==> src/rtl/kgp_alu_pkg.sv <==
// kgp_alu_pkg: shared widths, FSM states and helpers for the KGP-RISC iterative ALU units
package kgp_alu_pkg;
    localparam int WIDTH = 32;
    localparam int CNT_W = $clog2(WIDTH);
    typedef enum logic [1:0] {IDLE, RUN, FIX, DONE} mult_state_t;
    function automatic logic [WIDTH-1:0] mag(input logic [WIDTH-1:0] v, input logic s);
        return (s && v[WIDTH-1]) ? -v : v;
    endfunction
endpackage

==> src/rtl/seq_mult_if.sv <==
// seq_mult_if: start/done operand and result bundle for the sequential multiplier
interface seq_mult_if import kgp_alu_pkg::*; ();
    logic               start;
    logic               is_signed;
    logic [WIDTH-1:0]   A;
    logic [WIDTH-1:0]   B;
    logic               busy;
    logic               done;
    logic [2*WIDTH-1:0] P;
    modport master (output start, is_signed, A, B, input busy, done, P);
    modport slave  (input start, is_signed, A, B, output busy, done, P);
endinterface

==> src/rtl/seq_mult_pp_gen.sv <==
// pp_gen: masked partial product, multiplicand gated by one multiplier bit
module pp_gen import kgp_alu_pkg::*; (
    input  logic [WIDTH-1:0] mcand,
    input  logic             bit_i,
    output logic [WIDTH-1:0] pp
);
    assign pp = mcand & {WIDTH{bit_i}};
endmodule

==> src/rtl/seq_mult.sv <==
// seq_mult: 32x32->64 shift-and-add multiplier, magnitudes multiplied then sign-corrected
module seq_mult import kgp_alu_pkg::*; (
    input  logic       clk,
    input  logic       rst_n,
    seq_mult_if.slave  bus
);
    mult_state_t        state_q, state_d;
    logic [CNT_W-1:0]   cnt_q, cnt_d;
    logic [WIDTH-1:0]   mcand_q, mcand_d, mplier_q, mplier_d, acc_lo_q, acc_lo_d, pp;
    logic [WIDTH:0]     acc_hi_q, acc_hi_d, sum;
    logic               neg_q, neg_d, busy_q, busy_d, done_q, done_d;
    logic [2*WIDTH-1:0] p_q, p_d, prod;

    pp_gen u_pp (.mcand(mcand_q), .bit_i(mplier_q[0]), .pp(pp));

    assign sum  = acc_hi_q + {1'b0, pp};
    assign prod = {acc_hi_q[WIDTH-1:0], acc_lo_q};

    always_comb begin
        state_d  = state_q;
        cnt_d    = cnt_q;
        mcand_d  = mcand_q;
        mplier_d = mplier_q;
        acc_hi_d = acc_hi_q;
        acc_lo_d = acc_lo_q;
        neg_d    = neg_q;
        busy_d   = busy_q;
        p_d      = p_q;
        done_d   = 1'b0;
        case (state_q)
            IDLE, DONE: begin
                state_d = bus.start ? RUN : IDLE;
                busy_d  = bus.start;
                if (bus.start) begin
                    neg_d    = bus.is_signed & (bus.A[WIDTH-1] ^ bus.B[WIDTH-1]);
                    mcand_d  = mag(bus.A, bus.is_signed);
                    mplier_d = mag(bus.B, bus.is_signed);
                    acc_hi_d = '0;
                    acc_lo_d = '0;
                    cnt_d    = '0;
                end
            end
            RUN: begin
                {acc_hi_d, acc_lo_d} = {sum, acc_lo_q} >> 1;
                mplier_d = mplier_q >> 1;
                cnt_d    = cnt_q + CNT_W'(1);
                state_d  = (cnt_q == CNT_W'(WIDTH-1)) ? FIX : RUN;
            end
            FIX: begin
                p_d     = neg_q ? -prod : prod;
                state_d = DONE;
                done_d  = 1'b1;
                busy_d  = 1'b0;
            end
            default: state_d = IDLE;
        endcase
    end

    always_ff @(posedge clk or negedge rst_n) begin
        if (!rst_n) begin
            state_q  <= IDLE;
            cnt_q    <= '0;
            mcand_q  <= '0;
            mplier_q <= '0;
            acc_hi_q <= '0;
            acc_lo_q <= '0;
            neg_q    <= 1'b0;
            busy_q   <= 1'b0;
            done_q   <= 1'b0;
            p_q      <= '0;
        end else begin
            state_q  <= state_d;
            cnt_q    <= cnt_d;
            mcand_q  <= mcand_d;
            mplier_q <= mplier_d;
            acc_hi_q <= acc_hi_d;
            acc_lo_q <= acc_lo_d;
            neg_q    <= neg_d;
            busy_q   <= busy_d;
            done_q   <= done_d;
            p_q      <= p_d;
        end
    end

    assign bus.busy = busy_q;
    assign bus.done = done_q;
    assign bus.P    = p_q;
endmodule

==> src/flat_wrapper.sv <==
// flat-port wrapper written by rule: the top's interface ports become plain ports
module seq_mult_flat import kgp_alu_pkg::*;
  (clk, rst_n, bus_start, bus_is_signed, bus_A, bus_B, bus_busy, bus_done, bus_P);
  seq_mult_if bus_i ();
  input  logic clk;
  input  logic rst_n;
  input wire logic [$bits(bus_i.start)-1:0] bus_start;
  input wire logic [$bits(bus_i.is_signed)-1:0] bus_is_signed;
  input wire logic [$bits(bus_i.A)-1:0] bus_A;
  input wire logic [$bits(bus_i.B)-1:0] bus_B;
  output wire logic [$bits(bus_i.busy)-1:0] bus_busy;
  output wire logic [$bits(bus_i.done)-1:0] bus_done;
  output wire logic [$bits(bus_i.P)-1:0] bus_P;
  assign bus_i.start = bus_start;
  assign bus_i.is_signed = bus_is_signed;
  assign bus_i.A = bus_A;
  assign bus_i.B = bus_B;
  assign bus_busy = bus_i.busy;
  assign bus_done = bus_i.done;
  assign bus_P = bus_i.P;
  seq_mult u_core (.clk(clk), .rst_n(rst_n), .bus(bus_i));
endmodule
==> config.mk <==
export PLATFORM = sky130hd
export DESIGN_NAME = seq_mult_flat
export DESIGN_NICKNAME = d
export VERILOG_FILES = /design/src/rtl/kgp_alu_pkg.sv /design/src/rtl/seq_mult_if.sv /design/src/rtl/seq_mult_pp_gen.sv /design/src/rtl/seq_mult.sv /design/src/flat_wrapper.sv
export SDC_FILE = /design/constraint.sdc
export NUM_CORES = 1
export LEC_CHECK = 0
export ABC_AREA = 1
export CORE_MARGIN = 2
export CORE_UTILIZATION = 35
export CTS_BUF_LIST = sky130_fd_sc_hd__clkbuf_16
export DETAILED_ROUTE_END_ITERATION = 8
export PLACE_DENSITY = 0.61
export SLEW_MARGIN = 20
export SYNTH_ARGS = -nofsm -noshare
export SYNTH_HDL_FRONTEND = slang
export SYNTH_HIERARCHICAL = 1
export SYNTH_SLANG_ARGS = --single-unit
==> constraint.sdc <==
create_clock -name clk -period 2.6 [get_ports clk]
set_clock_uncertainty 0.15 [all_clocks]
set_input_delay 0.52 -clock clk [delete_from_list [all_inputs] [get_ports clk]]
set_output_delay 0.52 -clock clk [all_outputs]
set_load 0.01 [all_outputs]
==> results of run 1 <==
## cells in the final DEF, fill, tap and decap left out, types with 12 or more instances in the layout
master,instances
dfrtp_1,201
buf_4,76
a21oi_1,53
o21ai_1,32
clkdlybuf4s50_1,132
nor2_1,256
o22ai_1,35
nand2_1,788
a31oi_1,12
clkbuf_16,26
ha_1,31
nand2_2,18
nand3_1,155
nand4_1,40
o21ai_0,106
nor2_2,15
inv_1,276
nor3_1,15
xor2_1,42
## cell families after synthesis
group / count (synthesis) / share of synthesized area, %
xor+xnor: 48 / 2.91
compound gates: 269 / 10.5
flops: 202 / 35.0
simple gates: 1332 / 38.6
fa+ha+maj: 41 / 3.60
buf+inv: 345 / 9.43
## sequential cells by signal, summed over array words and instances, names as in the netlist
name,flops
u_core/acc_hi_q,32
u_core/acc_lo_q,32
u_core/bus.P,64
u_core/bus.busy,1
u_core/bus.done,1
u_core/cnt_q,5
u_core/mcand_q,32
u_core/mplier_q,32
u_core/neg_q,1
u_core/state_q,2
## through the flow
| step | instances | cell area, um2 |
|---|---|---|
| after detailed placement | 2922 | 16900 |
| after floorplan | 2237 | 14400 |
| after global placement | 2922 | 16900 |
| after global routing | 2971 | 17800 |
| after CTS | 2971 | 17700 |
| final | 2971 | 17800 |
## cell type report
cell class	instances	area, um2	share of cell area, %
multi-input combinational	1690	8140	45.7
timing repair buffer	217	2060	11.5
tap	532	666	3.74
clock inverter	22	179	1.00
inverter	282	1060	5.95
sequential	202	5060	28.4
clock buffer	26	651	3.65
## critical path: cells and delay by family (launching register included)
| kind | cells | cell delay (ns) |
|---|---|---|
| AND/OR/NAND/NOR | 9 | 1.00 |
| buffers and inverters | 4 | 0.48 |
| flip-flops | 1 | 0.39 |
| adder cells (fa/ha/maj) | 1 | 0.37 |
## worst paths after layout
| path | from | end | slack [ns] | cells after the start |
|---|---|---|---|---|
| min in group asynchronous | rst_n | u_core/acc_hi_q[19] | 0.36 | 2 |
| hold / removal | u_core/mplier_q[18] | u_core/mplier_q[18] | 0.33 | 2 |
| setup reg to reg | u_core/mplier_q[0] | u_core/acc_hi_q[26] | 0.09 | 14 |
| max in group asynchronous | rst_n | u_core/bus.P[59] | 1.25 | 3 |
| hold reg to reg | u_core/mplier_q[18] | u_core/mplier_q[18] | 0.33 | 2 |
| setup / recovery | u_core/mplier_q[0] | u_core/acc_hi_q[26] | 0.09 | 14 |
## power breakdown
| group | internal (mW) | leakage, nW | switching (mW) |
|---|---|---|---|
| combinational | 2.96 | 6.31 | 5.37 |
| clock | 2.03 | 0.418 | 1.49 |
| sequential | 3.90 | 2.70 | 0.811 |
| total | 8.89 | 9.42 | 7.67 |
## repair_timing
item | in CTS | in global routing
hold buffers | 1 | 0
setup endpoints to repair | 0 | 15
resized for setup | 0 | 22
endpoints found under the hold margin | 50 | 0
## layer usage
metal,GRT usage (%),wire (um),up-vias
li1,-,-,7490
met1,30.0,22100,6889
met4,7.22,1510,0
met3,3.06,2110,79
met5,0,0,-
met2,36.7,22300,337
==> impl_metrics.tcl, run 1 <==
set metrics [dict create \
    status "completed" \
    synth_edf_count 0 \
    crit_path_start_kind "register" \
    setup_viol 0 \
    grt_antenna_before_repair 0 \
    post-route-util_pct 43.7 \
    slew_viol_final 0 \
    cts_tree "done" \
    grt_pass1_wl_mm 77.6 \
    worstSetupPathType "register to register" \
    avgSynthCellArea_um2 6.46 \
    clk_pin_slew_ns 0.06 \
    clock_latency_ns 0.58 \
    n_fill_cell 4289 \
    start_util_pct 35.5 \
    crit_fanout 14 \
    die_w_um 207 \
    rows 74 \
    whs_ns 0.326 \
    synthArstFlopShare_pct 100 \
    cp_slowest_cell "dfrtp_1" \
    dp_hpwl_mm 37.8 \
    drive_gt1_share_pct 8.28 \
    vias 14795 \
    dp_slack_ns 0.0505 \
    htreeDepth 1 \
    p_leak_nw 9.42 \
    synthTopCellsByCount "nand2_1, inv_1, nor2_1" \
    powerDensity_mw_per_mm2 930 \
    rsz0062_at_grt "yes" \
    mappedNetlistArea_mm2 0.0144 \
    synth_top_flop_cell "dfrtp_1" \
    io_pins 134 \
    yosys_warnings 6 \
    max_slew_margin_pct 61.7 \
    crit_top_cell "nand2_1" \
    crit_path_cell_trace "buf_12 > buf_4 > nand2_1 > inv_1 > ha_2 > nand2_1 > inv_1 > nand2_1 > nor4_1 > nand2_1 > nand2_1 > nand2_1 > nand3_1 > nand2_1" \
    viasPerCell 4.98 \
    worst_slew_pin_slew_ns 0.575 \
    finalWirelength_mm 48.0 \
    hp-class "register to register" \
    power_mw 16.6 \
    end_kind "register" \
    layout_setup_ws_ns 0.0914 \
    synth.area.top_cells "dfrtp_1, nand2_1, inv_1" \
    clock-sinks 202 \
    die_area_mm2 0.0429 \
    first_global_vias 14518 \
    gp_congestion 0.963 \
    synth.most_common_cell "nand2_1" \
    netlist_instances 2237 \
    nets 2528 \
    arrival_ns 2.78 \
    cts-root-buf "clkbuf_16" \
    yosysSeqAreaShare_pct 35.0 \
    cts_made_buffers 26 \
    post-route-period-util_pct 96.5 \
    fmax_mhz 399 \
    hold_violations 0 \
    dr.first_iter.drc_count 1130 \
    yosysTopAreaCell "dfrtp_1" \
    syn-num-nets 2346 \
    clockBufferDepth 3 \
    ys_types 49 \
    core_area_mm2 0.0407 \
    drv_cap 0 \
    synth_top_area_share_pct 35.0 \
    cts_setup_buffers 0 \
    diodes 0 \
    die_h_um 207 \
    first_pass_iters 6 \
    ys_ff_latch 202 \
    port_buffers 133 \
    overflow 0 \
    synthToLayoutAreaGrowth_pct 23.3 \
    grt_max_degree 73 \
    drc 0 \
    ant_nets 0 \
    ir_drop_mv 0.695 \
    slowest_delay_ns 0.39 \
    post-route-min-period_ns 2.51 \
    track_usage_pct 22.2 \
    setup_tns_ns 0 \
    wl_per_cell_um 16.2 \
    crit_required_ns 2.87 \
]
Note: power is estimated with default switching activity, not from simulation.
==> run 2: changes to the inputs <==
--- a/config.mk
+++ b/config.mk
@@ -10,6 +10,7 @@
 export CORE_UTILIZATION = 35
 export CTS_BUF_LIST = sky130_fd_sc_hd__clkbuf_16
 export DETAILED_ROUTE_END_ITERATION = 8
+export MAX_ROUTING_LAYER = met4
 export PLACE_DENSITY = 0.61
 export SLEW_MARGIN = 20
 export SYNTH_ARGS = -nofsm -noshare
==> impl_metrics.tcl, run 2 (same netlist as run 1, synthesis figures left out) <==
set metrics [dict create \
    wl_per_cell_um 16.3 \
    drive_gt1_share_pct 9.52 \
    status "completed" \
    post-route-util_pct 44.2 \
    dp_hpwl_mm 37.7 \
    track_usage_pct 23.1 \
    synthToLayoutAreaGrowth_pct 24.7 \
    cts_setup_buffers 0 \
    setup_viol 0 \
    dr.first_iter.drc_count 1098 \
    rows 74 \
    grt_max_degree 87 \
    postLayoutCellArea_mm2 0.0180 \
    layout_setup_ws_ns 0.0821 \
    fmax_mhz 397 \
    cts_tree "done" \
    cts-root-buf "clkbuf_16" \
    crit_path_start_kind "register" \
    port_buffers 133 \
    hp-class "input pin to async pin" \
    clockBufferDepth 3 \
    p_leak_nw 9.48 \
    die_h_um 207 \
    crit_fanout 15 \
    drv_cap 0 \
    place_area_mm2 0.0169 \
    n_fill_cell 4276 \
    slew_viol_final 0 \
    gp_congestion 0.962 \
    worstSetupPathType "register to register" \
    core_area_mm2 0.0407 \
    largest_reg_flops 64 \
    post-route-period-util_pct 96.8 \
    drc 0 \
    start_util_pct 35.5 \
    grt_antenna_before_repair 0 \
    hold_violations 0 \
    final_cell_mix "nand2_1, inv_1, nor2_1, dfrtp_1, nand3_1" \
    ant_nets 0 \
    end_kind "register" \
    ir_drop_mv 0.607 \
    arrival_ns 2.81 \
    first_pass_iters 5 \
    viasPerCell 5.00 \
    post-route-min-period_ns 2.52 \
    clk_pin_slew_ns 0.06 \
    crit_required_ns 2.89 \
    clock_latency_ns 0.57 \
    die_area_mm2 0.0429 \
    first_global_vias 14622 \
    grt_pass1_wl_mm 78.4 \
    overflow 0 \
    max_slew_margin_pct 59.6 \
    cts_made_buffers 26 \
    worst_slew_pin_slew_ns 0.606 \
    io_pins 134 \
    layout_commonest_cell "nand2_1" \
    clock-sinks 202 \
    finalWirelength_mm 48.4 \
    vias 14855 \
    die_w_um 207 \
    nets 2527 \
    diodes 0 \
    htreeDepth 1 \
    powerDensity_mw_per_mm2 939 \
    dp_slack_ns 0.0528 \
]
==> run 2: repair_timing <==
item	4_1_cts	5_1_grt
hold endpoints to repair	60	0
hold buffers	1	0
resized for setup	0	64
setup endpoints to repair	0	21
==> run 2: final timing paths <==
| path | start | endpoint | slack (ns) | cells after the start |
|---|---|---|---|---|
| worst max-delay path | u_core/mplier_q[0] | u_core/acc_hi_q[27] | 0.08 | 13 |
| worst min-delay path | rst_n | u_core/acc_hi_q[3] | 0.23 | 2 |
| worst max register to register | u_core/mplier_q[0] | u_core/acc_hi_q[27] | 0.08 | 13 |
| worst min register to register | u_core/mplier_q[18] | u_core/mplier_q[18] | 0.33 | 2 |
| max in group asynchronous | rst_n | u_core/mcand_q[28] | 1.20 | 3 |
| min in group clk | u_core/mplier_q[18] | u_core/mplier_q[18] | 0.33 | 2 |
==> run 2: layer usage <==
metal	vias to the layer above	track usage (%)	part of all wire, %
li1	7492	-	-
met2	357	37.3	46
met3	89	2.59	4.0
met1	6917	30.3	46
met4	0	7.14	3.3
met5	-	-	0
==> run 2: worst max-delay path, stage by stage (launching register included) <==
cell	delay (ns)
dfrtp_1	0.40
buf_12	0.14
buf_4	0.19
nand2_1	0.07
inv_1	0.04
ha_1	0.35
a21oi_1	0.32
nor2_1	0.07
nor2_1	0.20
nand2_1	0.08
a21oi_1	0.16
nand3_1	0.10
nand3_1	0.09
nand2_1	0.05
==> run 2: final cells by class <==
class                   count  area, um2  area share, %
inverters                 282       1060           5.88
clock buffers              26        651           3.61
repair buffers            216       2070           11.5
clock inverters            21        191           1.06
well taps                 532        666           3.69
flip-flops and latches    202       5060           28.1
multi-input cells        1690       8320           46.2
==> run 2: where the power goes <==
part | internal [mW] | switching [mW]
registers | 3.90 | 0.792
clock network | 2.12 | 1.48
logic | 3.07 | 5.56
==> run 2: stage by stage <==
| stage | total power [mW] | std cells | hold slack [ns] | TNS, ns |
|---|---|---|---|---|
| after floorplan | 10.1 | 2237 | 0.0744 | 0 |
| after global placement | 12.9 | 2921 | 0.244 | 0 |
| after detailed placement | 12.9 | 2921 | 0.244 | 0 |
| after CTS | 16.6 | 2969 | 0.232 | 0 |
| after global routing | 18.3 | 2969 | 0.253 | -0.00773 |
| final | 16.9 | 2969 | 0.235 | 0 |
